$ cat src/rtl/pipe_adder.sv
// pipe_adder: pipelined two's-complement adder/subtractor.
//
// The WIDTH-bit carry chain is cut into STAGES equal slices. Stage k adds
// slice k of the operands using the carry registered by stage k-1. Each stage
// register also carries the operand bits still to be processed and the
// sum bits already produced, so every bit of one result leaves together.
//
// Optional feature: define PIPE_ADDER_SAT_EN to clamp sum_o on signed
// overflow (0x7F..F for positive overflow, 0x80..0 for negative overflow).
// Without it sum_o is the wrapped modulo-2^WIDTH result. ovf_o and carry_o
// are reported the same way in both builds.
//
// Handshake (valid/ready, both ports):
//   - A transfer happens on a rising clk edge where valid && ready are both 1.
//   - The whole pipeline moves as one unit: advance = !out_valid || out_ready.
//     When advance is 0 every stage register (valid bits included) holds.
//   - in_ready equals advance, combinationally; in_valid seen while in_ready
//     is 0 is not captured and must be held by the producer.
//   - out_valid, once raised, stays high with sum_o/carry_o/ovf_o stable
//     until the consumer takes it with out_ready.
//   - Empty slots (in_valid low while advancing) travel as invalid stages.
//
// Parameter rules: WIDTH >= 2, 1 <= STAGES <= WIDTH, WIDTH % STAGES == 0.
// STAGES = 1 degenerates to a single registered ripple adder.

module pipe_adder #(
    parameter int WIDTH  = 16,
    parameter int STAGES = 2
) (
    input  logic             clk,
    input  logic             rst_n,
    input  logic             in_valid,
    output logic             in_ready,
    input  logic [WIDTH-1:0] a_i,
    input  logic [WIDTH-1:0] b_i,
    input  logic             carry_i,
    input  logic             sub_i,
    output logic             out_valid,
    input  logic             out_ready,
    output logic [WIDTH-1:0] sum_o,
    output logic             carry_o,
    output logic             ovf_o
);

    localparam int SLICE = WIDTH / STAGES;
    localparam int MSB   = WIDTH - 1;

    // Pipeline-wide enable shared by every stage register.
    logic advance;

    // Registered contents of each stage, indexed by stage number.
    logic             st_v [STAGES];
    logic             st_c [STAGES];
    logic [WIDTH-1:0] st_a [STAGES];
    logic [WIDTH-1:0] st_b [STAGES];
    logic [WIDTH-1:0] st_s [STAGES];

    // Move everything forward unless a finished result is waiting unread.
    assign advance  = !out_valid || out_ready;
    assign in_ready = advance;

    for (genvar k = 0; k < STAGES; k++) begin : g_stage
        // Values presented to this stage's slice adder.
        logic             v_in;
        logic             c_in;
        logic [WIDTH-1:0] a_in;
        logic [WIDTH-1:0] b_in;
        logic [WIDTH-1:0] s_in;

        // Slice result and the partial sum with this slice merged in.
        logic [SLICE:0]   slice_sum;
        logic [WIDTH-1:0] s_next;

        // Stage register.
        logic             v_q;
        logic             c_q;
        logic [WIDTH-1:0] a_q;
        logic [WIDTH-1:0] b_q;
        logic [WIDTH-1:0] s_q;

        if (k == 0) begin : g_head
            // Subtract is A + ~B + 1: invert B here and force the carry-in,
            // so later stages never need to know the mode.
            assign v_in = in_valid;
            assign a_in = a_i;
            assign b_in = sub_i ? ~b_i : b_i;
            assign c_in = sub_i | carry_i;
            assign s_in = '0;
        end else begin : g_body
            assign v_in = st_v[k-1];
            assign a_in = st_a[k-1];
            assign b_in = st_b[k-1];
            assign c_in = st_c[k-1];
            assign s_in = st_s[k-1];
        end

        // One SLICE-bit ripple segment; the extra top bit is the carry out.
        assign slice_sum = {1'b0, a_in[k*SLICE +: SLICE]}
                         + {1'b0, b_in[k*SLICE +: SLICE]}
                         + {{SLICE{1'b0}}, c_in};

        // Drop this slice's sum bits into the partial result.
        always_comb begin
            s_next                   = s_in;
            s_next[k*SLICE +: SLICE] = slice_sum[SLICE-1:0];
        end

        // Stage register: valid always follows on advance; data only loads
        // for a real operation so empty slots leave the previous data alone.
        always_ff @(posedge clk or negedge rst_n) begin
            if (!rst_n) begin
                v_q <= 1'b0;
                c_q <= 1'b0;
                a_q <= '0;
                b_q <= '0;
                s_q <= '0;
            end else if (advance) begin
                v_q <= v_in;
                if (v_in) begin
                    c_q <= slice_sum[SLICE];
                    a_q <= a_in;
                    b_q <= b_in;
                    s_q <= s_next;
                end
            end
        end

        assign st_v[k] = v_q;
        assign st_c[k] = c_q;
        assign st_a[k] = a_q;
        assign st_b[k] = b_q;
        assign st_s[k] = s_q;
    end

    // Final stage views.
    logic             last_v;
    logic             last_c;
    logic [WIDTH-1:0] last_a;
    logic [WIDTH-1:0] last_b;
    logic [WIDTH-1:0] last_s;
    logic             ovf;

    assign last_v = st_v[STAGES-1];
    assign last_c = st_c[STAGES-1];
    assign last_a = st_a[STAGES-1];
    assign last_b = st_b[STAGES-1];
    assign last_s = st_s[STAGES-1];

    // Only the operand sign bits matter once the sum is complete.
    logic unused_operand_bits;
    assign unused_operand_bits = ^{last_a[MSB-1:0], last_b[MSB-1:0]};

    // Signed overflow: operands (B already inverted for subtract) agree in
    // sign and the sum's sign differs. All inputs are stage registers, so
    // the outputs stay stable while the pipeline is held.
    always_comb begin
        ovf   = (last_a[MSB] == last_b[MSB]) && (last_s[MSB] != last_a[MSB]);
        sum_o = last_s;
`ifdef PIPE_ADDER_SAT_EN
        if (ovf) begin
            // Negative operands overflowing clamp low, positive clamp high.
            sum_o = last_a[MSB] ? {1'b1, {(WIDTH-1){1'b0}}}
                                : {1'b0, {(WIDTH-1){1'b1}}};
        end
`endif
    end

    assign out_valid = last_v;
    assign carry_o   = last_c;
    assign ovf_o     = ovf;

endmodule

$ cat config.mk
export PLATFORM = sky130hd
export DESIGN_NAME = pipe_adder
export DESIGN_NICKNAME = d
export VERILOG_FILES = /design/src/rtl/pipe_adder.sv
export SDC_FILE = /design/constraint.sdc
export NUM_CORES = 1
export LEC_CHECK = 0
export CORE_MARGIN = 4
export CORE_UTILIZATION = 55
export DETAILED_ROUTE_END_ITERATION = 8
export GPL_ROUTABILITY_DRIVEN = 0
export HOLD_SLACK_MARGIN = 0.1
export PLACE_DENSITY = 0.86
export SYNTH_ARGS = -nofsm -noshare
export SYNTH_HDL_FRONTEND = slang
export SYNTH_SLANG_ARGS = --single-unit
$ cat constraint.sdc
create_clock -name clk -period 5.54 [get_ports clk]
set_input_delay 0.554 -clock clk [delete_from_list [all_inputs] [get_ports clk]]
set_output_delay 0.554 -clock clk [all_outputs]
set_load 0.005 [all_outputs]
Word-level counts from Yosys, hierarchy flattened. Index checks and enable logic that the tools add are counted.

Bits in registers: 92. Latch bits: 0. Memory bits (writable): 0. ROM bits: 0. Bits of input ports: 38. Output and inout port bits: 20. Memories kept: 0.

$add $sub $neg: 4. Multipliers: 0. Div/mod/pow operators: 0. Order comparisons: 0. Equal/unequal tests: 2. Shift-type cells: 0. Mux-type cells: 1. Bitwise logic cells: 2. Reduce and logical (&&, ||, !) cells: 5.

Operators with widths (number): $add A8 B8 Y9 (2); $add A9 B1 Y9 (2); $mux W16 (1); $not A16 Y16 (1); $reduce_and A2 Y1 (2); $eq A1 B1 Y1 (1); $logic_and A1 B1 Y1 (1); $logic_not A1 Y1 (1); $logic_or A1 B1 Y1 (1); $ne A1 B1 Y1 (1); $or A1 B1 Y1 (1).

Logic depth before layout (Yosys ltp). Gate-level depths: netlist (run 1).

Depth in word-level cells: 4. Mapped depth: 10. Depth with buffers taken out: 8.

Worst setup path before layout (run 1). OpenSTA, ideal clock, no wires.

Path kind: input to register. Start point: input port sub_i. End point: register g_stage[0].s_q[6]. Arrival: 2.799 ns. Data required time: 5.471 ns. Slack: 2.672 ns. Stages on the path: 10. Cells stage by stage: buf_2 buf_2 or2_2 fa_1 inv_1 fa_1 nor2b_4 o31a_1 or4_1 nand3_1.

Cells in the longest elaborated chain, start to end: 3.

RTL lines: from (decl) (line 37) `input logic sub_i,`; $mux W16 (line 86) `assign b_in = sub_i ? ~b_i : b_i;`; $add A8 B8 Y9 (line 99) `+ {1'b0, b_in[k*SLICE +: SLICE]}`; $add A9 B1 Y9 (*) (line 100) `+ {{SLICE{1'b0}}, c_in};`; to (signal assigned) (line 123) `s_q <= s_next;`; to (decl) (line 79) `logic [WIDTH-1:0] s_q;`.

Every way passes the cells marked *; elsewhere a longest branch is shown, timed or not. A chain may end at the register's enable or synchronous reset.

Worst setup path in the final report (run 1). Same ends and word-level chain as after synthesis.

==> metrics, run 1 <==
outcome completed; Post-Syn Area 2620 sq um; Bufs on Longest Clock Path 2; Synth Register Bits 46; Initial DRC Count 75; Setup Buffers After CTS 0; Ports 58; nets 356; CP Data Arrival Time 3.66 ns; WL final 5.41 mm; Worst setup SP type input pin; part of the power in the clock network 0.191; post-CTS resize count 0; vias 2013; Netlist cell types 37; diodes inserted 0; worst relative slew slack 0.232; Mapped Cells 244; initial antenna violation count 0; Synth top area share 0.439; TritonCTS clock tree yes; PortBufs 57; Setup TNS Final 0 ns; Post-synth ARST share 1.00; ratio of cells with drive above 1 in the final layout 0.120; r2r startpoint g_stage[0].c_q$_DFFE_PN0P_; sw frac 0.305; RSZ-0062 raised after global routing false; Ys Warns 0; fmax 292 MHz; layout filler cell count 336; Internal 0.000879 W; # H-tree levels 2; worst slew pin tran 1.15 ns; critical path peak fanout 17; floorplan die height 77.1 microns; vias per inst 5.70; first drt pass iteration count 4; Total Routing Usage GR 0.187; DP Cell Count 345; syn avg cell area 10.8 sq um; Gate power share 0.404; Yosys top cell by area dfrtp_1; vias in the first global route 1971; clk sinks 46; Layout Skew 0.00660 ns; hold_buf cts 0; most common cell in the netlist dfrtp_1; fin cells 353; largest net degree at the start of global routing 47; Worst IR Drop VDD 0.142 mV; HP Class in -> async; CTS Buf Count 5; power per standard cell area 381 nW/um^2; final setup fails 0; WS Path Type in -> reg; Pins Over Slew Limit 0; post-route ant nets 0; Psw 0.000386 W; Reg power frac 0.405; drt drc 0; Synth Flop Type dfrtp_1; Max Cap Viol 0; die area 5940 sq um; # rows 24; clock tree root driver cell clkbuf_8; Initial Utilization 0.586; EDFF count, synth 0; Die Width 77.1 microns; Skew-Pair Late Insertion Delay 0.30 ns; CP Launch Point sub_i; leak pwr 1.42 nW; wire per inst 15.3 microns; post-detail-place hpwl 4.00 mm; sequential fraction of the synthesis area 0.439; core area 4470 sq um; total congestion overflow 0; fin crit period 3.43 ns; first-pass GRT wire length 8.96 mm; Final Hold Fails 0; Area growth syn-to-layout 26.5%; fin crit share 0.618; CP Capture Type flip-flop; Req. time, crit path 5.77 ns; Worst-path clk slew 0.08 ns; Area contributors post-synth dfrtp_1, mux2_2, ha_1; most frequent cells after synthesis dfrtp_1, o21ai_0, mux2_2, nand2_1, ha_1; syn_nets 300
[power by group through the flow]
stage                     registers, W  clock network (W)  logic, W
after floorplan               0.000509                  0  0.000284
after global placement        0.000513                  0  0.000496
after detailed placement      0.000519                  0  0.000509
after CTS                     0.000513           0.000248  0.000515
after global routing          0.000527           0.000264  0.000561
final                         0.000512           0.000242  0.000511
[flip-flops by register name, indices dropped and copies added (netlist names)]
name,count
carry_o,1
g_stage.a_q,9
g_stage.b_q,9
g_stage.c_q,1
g_stage.s_q,8
g_stage.v_q,1
out_valid,1
sum_o,16
[cells in the final DEF (no fill, tap or decap), types with 9 or more instances in the layout]
cell	instances
nand2_1	21
inv_1	9
nor2_1	10
mux2_2	21
xnor2_1	9
clkdlybuf4s50_1	56
dfrtp_1	46
o21ai_0	27
xor2_1	12
ha_1	14
[critical path, cell delays in order]
cell and delay [ns]:
clkdlybuf4s50_1 0.90, or2_2 0.53, fa_1 0.41, inv_1 0.09
fa_1 0.25, nor2b_4 0.06, o31a_1 0.29, or4_1 0.47
nand3_1 0.09
[layer usage]
layer	GRT usage	part of all wire	up-vias
met5	0	0	-
met4	0.0605	0.015	0
met3	0.0398	0.049	8
met2	0.334	0.51	59
met1	0.225	0.43	956
li1	-	-	990
[through the flow]
stage | utilization | hold slack, ns | instance area [sq um] | power [W] | worst slack (ns)
finish | 0.742 | 0.411 | 3320 | 0.00127 | 2.11
global route | 0.742 | 0.485 | 3320 | 0.00135 | 1.99
CTS | 0.742 | 0.452 | 3320 | 0.00128 | 2.10
detailed placement | 0.717 | 0.464 | 3210 | 0.00103 | 1.78
global placement | 0.717 | 0.456 | 3210 | 0.00101 | 1.88
floorplan | - | 0.258 | 2620 | 0.000793 | 2.67
[layout make-up]
class	instances	area (sq um)	area share
clock buffer	5	68.8	0.0207
clock inverter	3	40.0	0.0121
inverter	10	37.5	0.0113
multi-input combinational	179	1380	0.417
sequential	46	1150	0.347
tap	52	65.1	0.0196
timing repair buffer	58	573	0.173
[logic make-up after synthesis]
| group | count (synthesis) | synth area share |
|---|---|---|
| compound gates | 62 | 0.156 |
| simple gates | 57 | 0.113 |
| flops | 46 | 0.439 |
| xor+xnor | 21 | 0.0701 |
| mux | 21 | 0.0901 |
| buf+inv | 19 | 0.0343 |
| fa+ha+maj | 18 | 0.0973 |
[final timing paths]
check	slack [ns]	depth (start not counted)	to
worst max register to register	3.19	6	carry_o$_DFFE_PN0P_
worst min-delay path	0.41	1	g_stage[0].b_q[8]$_DFFE_PN0P_
max in group asynchronous	4.54	1	g_stage[0].b_q[10]$_DFFE_PN0P_
worst min register to register	0.48	1	g_stage[0].s_q[4]$_DFFE_PN0P_
min in group clk	0.48	1	g_stage[0].s_q[4]$_DFFE_PN0P_
worst max-delay path	2.11	9	g_stage[0].s_q[6]$_DFFE_PN0P_
Power figures use the tool's default switching activity.
==> run 2: changes to the inputs <==
CORE_UTILIZATION = 46   (was 55)
PLACE_DENSITY = 0.77   (was 0.86)
clock period = 2.8 ns   (was 5.54 ns; I/O delays follow)
==> metrics, run 2 (same netlist as run 1, synthesis figures left out) <==
final setup fails 0 (unchanged); # rows 27 (+13%); Area growth syn-to-layout 28.2%; Req. time, crit path 3.04 ns (-2.73 ns); diodes inserted 0 (unchanged); first-pass GRT wire length 9.60 mm (+7.2%); final setup margin 0.310 ns (-1.80 ns); vias in the first global route 2081 (+5.6%); outcome completed; Worst IR Drop VDD 0.460 mV (+220%); hold_buf cts 0 (unchanged); GR peak layer met2; floorplan die height 83.5 microns (+8.4%); worst slack, placed -0.00732 ns (-1.79 ns); ratio of cells with drive above 1 in the final layout 0.131 (+0.0111); worst slew pin tran 0.994 ns (-0.154 ns); fin crit period 2.49 ns; PortBufs 57 (unchanged); Max Cap Viol 0 (unchanged); initial antenna violation count 0 (unchanged); Initial DRC Count 102 (+36%); Internal 0.00168 W (+92%); total congestion overflow 0 (unchanged); CTS Buf Count 5 (unchanged); Reg power frac 0.412 (+0.007); CP Capture Type flip-flop; post-route ant nets 0 (unchanged); die area 6980 sq um (+17%); WL final 5.56 mm (+2.7%); # H-tree levels 2 (unchanged); power per standard cell area 726 nW/um^2 (+91%); most common cell after layout, fill and taps aside clkdlybuf4s50_1; Ports 58 (unchanged); Setup TNS Final 0 ns (unchanged); worst relative slew slack 0.337 (+0.105); Bufs on Longest Clock Path 2 (unchanged); cell repeated most along the worst path fa_1; Worst setup SP type input pin; drt drc 0 (unchanged); Layout Skew 0.00707 ns (+0.000470 ns); first drt pass iteration count 4 (unchanged); fin cells 378 (+7.1%); sw frac 0.311 (+0.00517); max reg flops 16 (unchanged); CP Data Arrival Time 2.73 ns (-0.93 ns); core area 5510 sq um (+23%); most frequent cells in the layout clkdlybuf4s50_1, dfrtp_1, o21ai_0; critical path cell sequence clkdlybuf4s50_1 -> or2_2 -> fa_1 -> inv_1 -> fa_1 -> nor2b_4 -> o31a_1 -> or4_1 -> nand3_1; Final Cell Area 3360 sq um (+1.4%); DP Cell Count 370 (+7.2%); post-detail-place hpwl 4.27 mm (+6.7%); wire per inst 14.7 microns (-4.1%); HP Class in -> async; GRT met2 Usage 0.296 (-0.0386); RSZ-0062 raised after global routing false; largest net degree at the start of global routing 47 (unchanged); highest-delay cell along the critical path clkdlybuf4s50_1; Worst-path clk slew 0.08 ns (about the same); fmax 402 MHz; critical path peak fanout 4 (-13); Final Hold Fails 0 (unchanged); Die Width 83.5 microns (+8.4%); overall power 0.00244 W (+93%); nets 361 (+1.4%); post-place instance area 3270 sq um (+1.9%); Setup Buffers After CTS 0 (unchanged); Gate power share 0.419 (+0.015); clock tree root driver cell clkbuf_8; WS Path Type in -> reg; Psw 0.000759 W (+96%); CP max stage delay 0.50 ns (-0.40 ns); vias per inst 5.41 (-5.2%); Total Routing Usage GR 0.169 (-0.0189); leak pwr 1.43 nW (+1.0%); TritonCTS clock tree yes; Skew-Pair Late Insertion Delay 0.30 ns (about the same); fin crit share 0.889; Initial Utilization 0.476 (-0.110); global routing usage on met3 0.0375 (-0.00230); Pins Over Slew Limit 0 (unchanged); met1 Track Usage GR 0.211 (-0.0143); part of the power in the clock network 0.169 (-0.022); post-CTS resize count 0 (unchanged); clk sinks 46 (unchanged); vias 2044 (+1.5%)
run 2: cell count changes in the layout (fill, tap and decap cells not counted):
cell / previous run / this run
buf_4: 1 / 6
bufinv_16: 1 / 0
clkbuf_1: 0 / 1
clkbuf_8: 5 / 6
clkinv_2: 2 / 1
run 2: power by group through the flow:
stage / Sequential, W / Clock (W) / Combinational [W]
after floorplan: 0.00101 / 0 / 0.000562
after global placement: 0.00102 / 0 / 0.000998
after detailed placement: 0.00103 / 0 / 0.00102
after CTS: 0.00101 / 0.000426 / 0.00103
after global routing: 0.00104 / 0.000459 / 0.00113
final: 0.00101 / 0.000412 / 0.00102
run 2: final timing paths:
path | from | end | slack [ns] | cells past startpoint
min reg2reg | sum_o[11]$_DFFE_PN0P_ | sum_o[11]$_DFFE_PN0P_ | 0.48 | 2
min | rst_n | sum_o[12]$_DFFE_PN0P_ | 0.15 | 1
min in group clk | sum_o[11]$_DFFE_PN0P_ | sum_o[11]$_DFFE_PN0P_ | 0.48 | 2
max in group asynchronous | rst_n | g_stage[0].a_q[8]$_DFFE_PN0P_ | 2.04 | 1
max | sub_i | g_stage[0].s_q[6]$_DFFE_PN0P_ | 0.31 | 9
max reg2reg | g_stage[0].c_q$_DFFE_PN0P_ | sum_o[14]$_DFFE_PN0P_ | 0.43 | 6
run 2: layout make-up:
cell class	instances	area [sq um]
fill	474	2140
multi-input combinational	179	1380
sequential	46	1150
timing repair buffer	63	611
tap	72	90.1
clock buffer	7	86.3
inverter	10	37.5
clock inverter	1	5.00
run 2: metal layers:
layer	wire length [microns]	vias to the layer above	share of wire
met5	0	-	0
met4	35	0	0.0063
met3	229	4	0.041
met2	2830	48	0.51
met1	2460	987	0.44
li1	-	1005	-
run 2: critical path: cells and delay by family:
family	cells	cell delay (ns)
AOI/OAI and AO/OA	1	0.25
adders and majority gates	2	0.64
buffers and inverters	2	0.58
and+or+nand+nor	4	0.96
run 2: per-stage QoR:
step	hold WS [ns]	util
detailed placement	0.467	0.594
floorplan	-0.0156	-
CTS	0.177	0.611
global placement	0.460	0.594
global route	0.228	0.611
finish	0.148	0.611
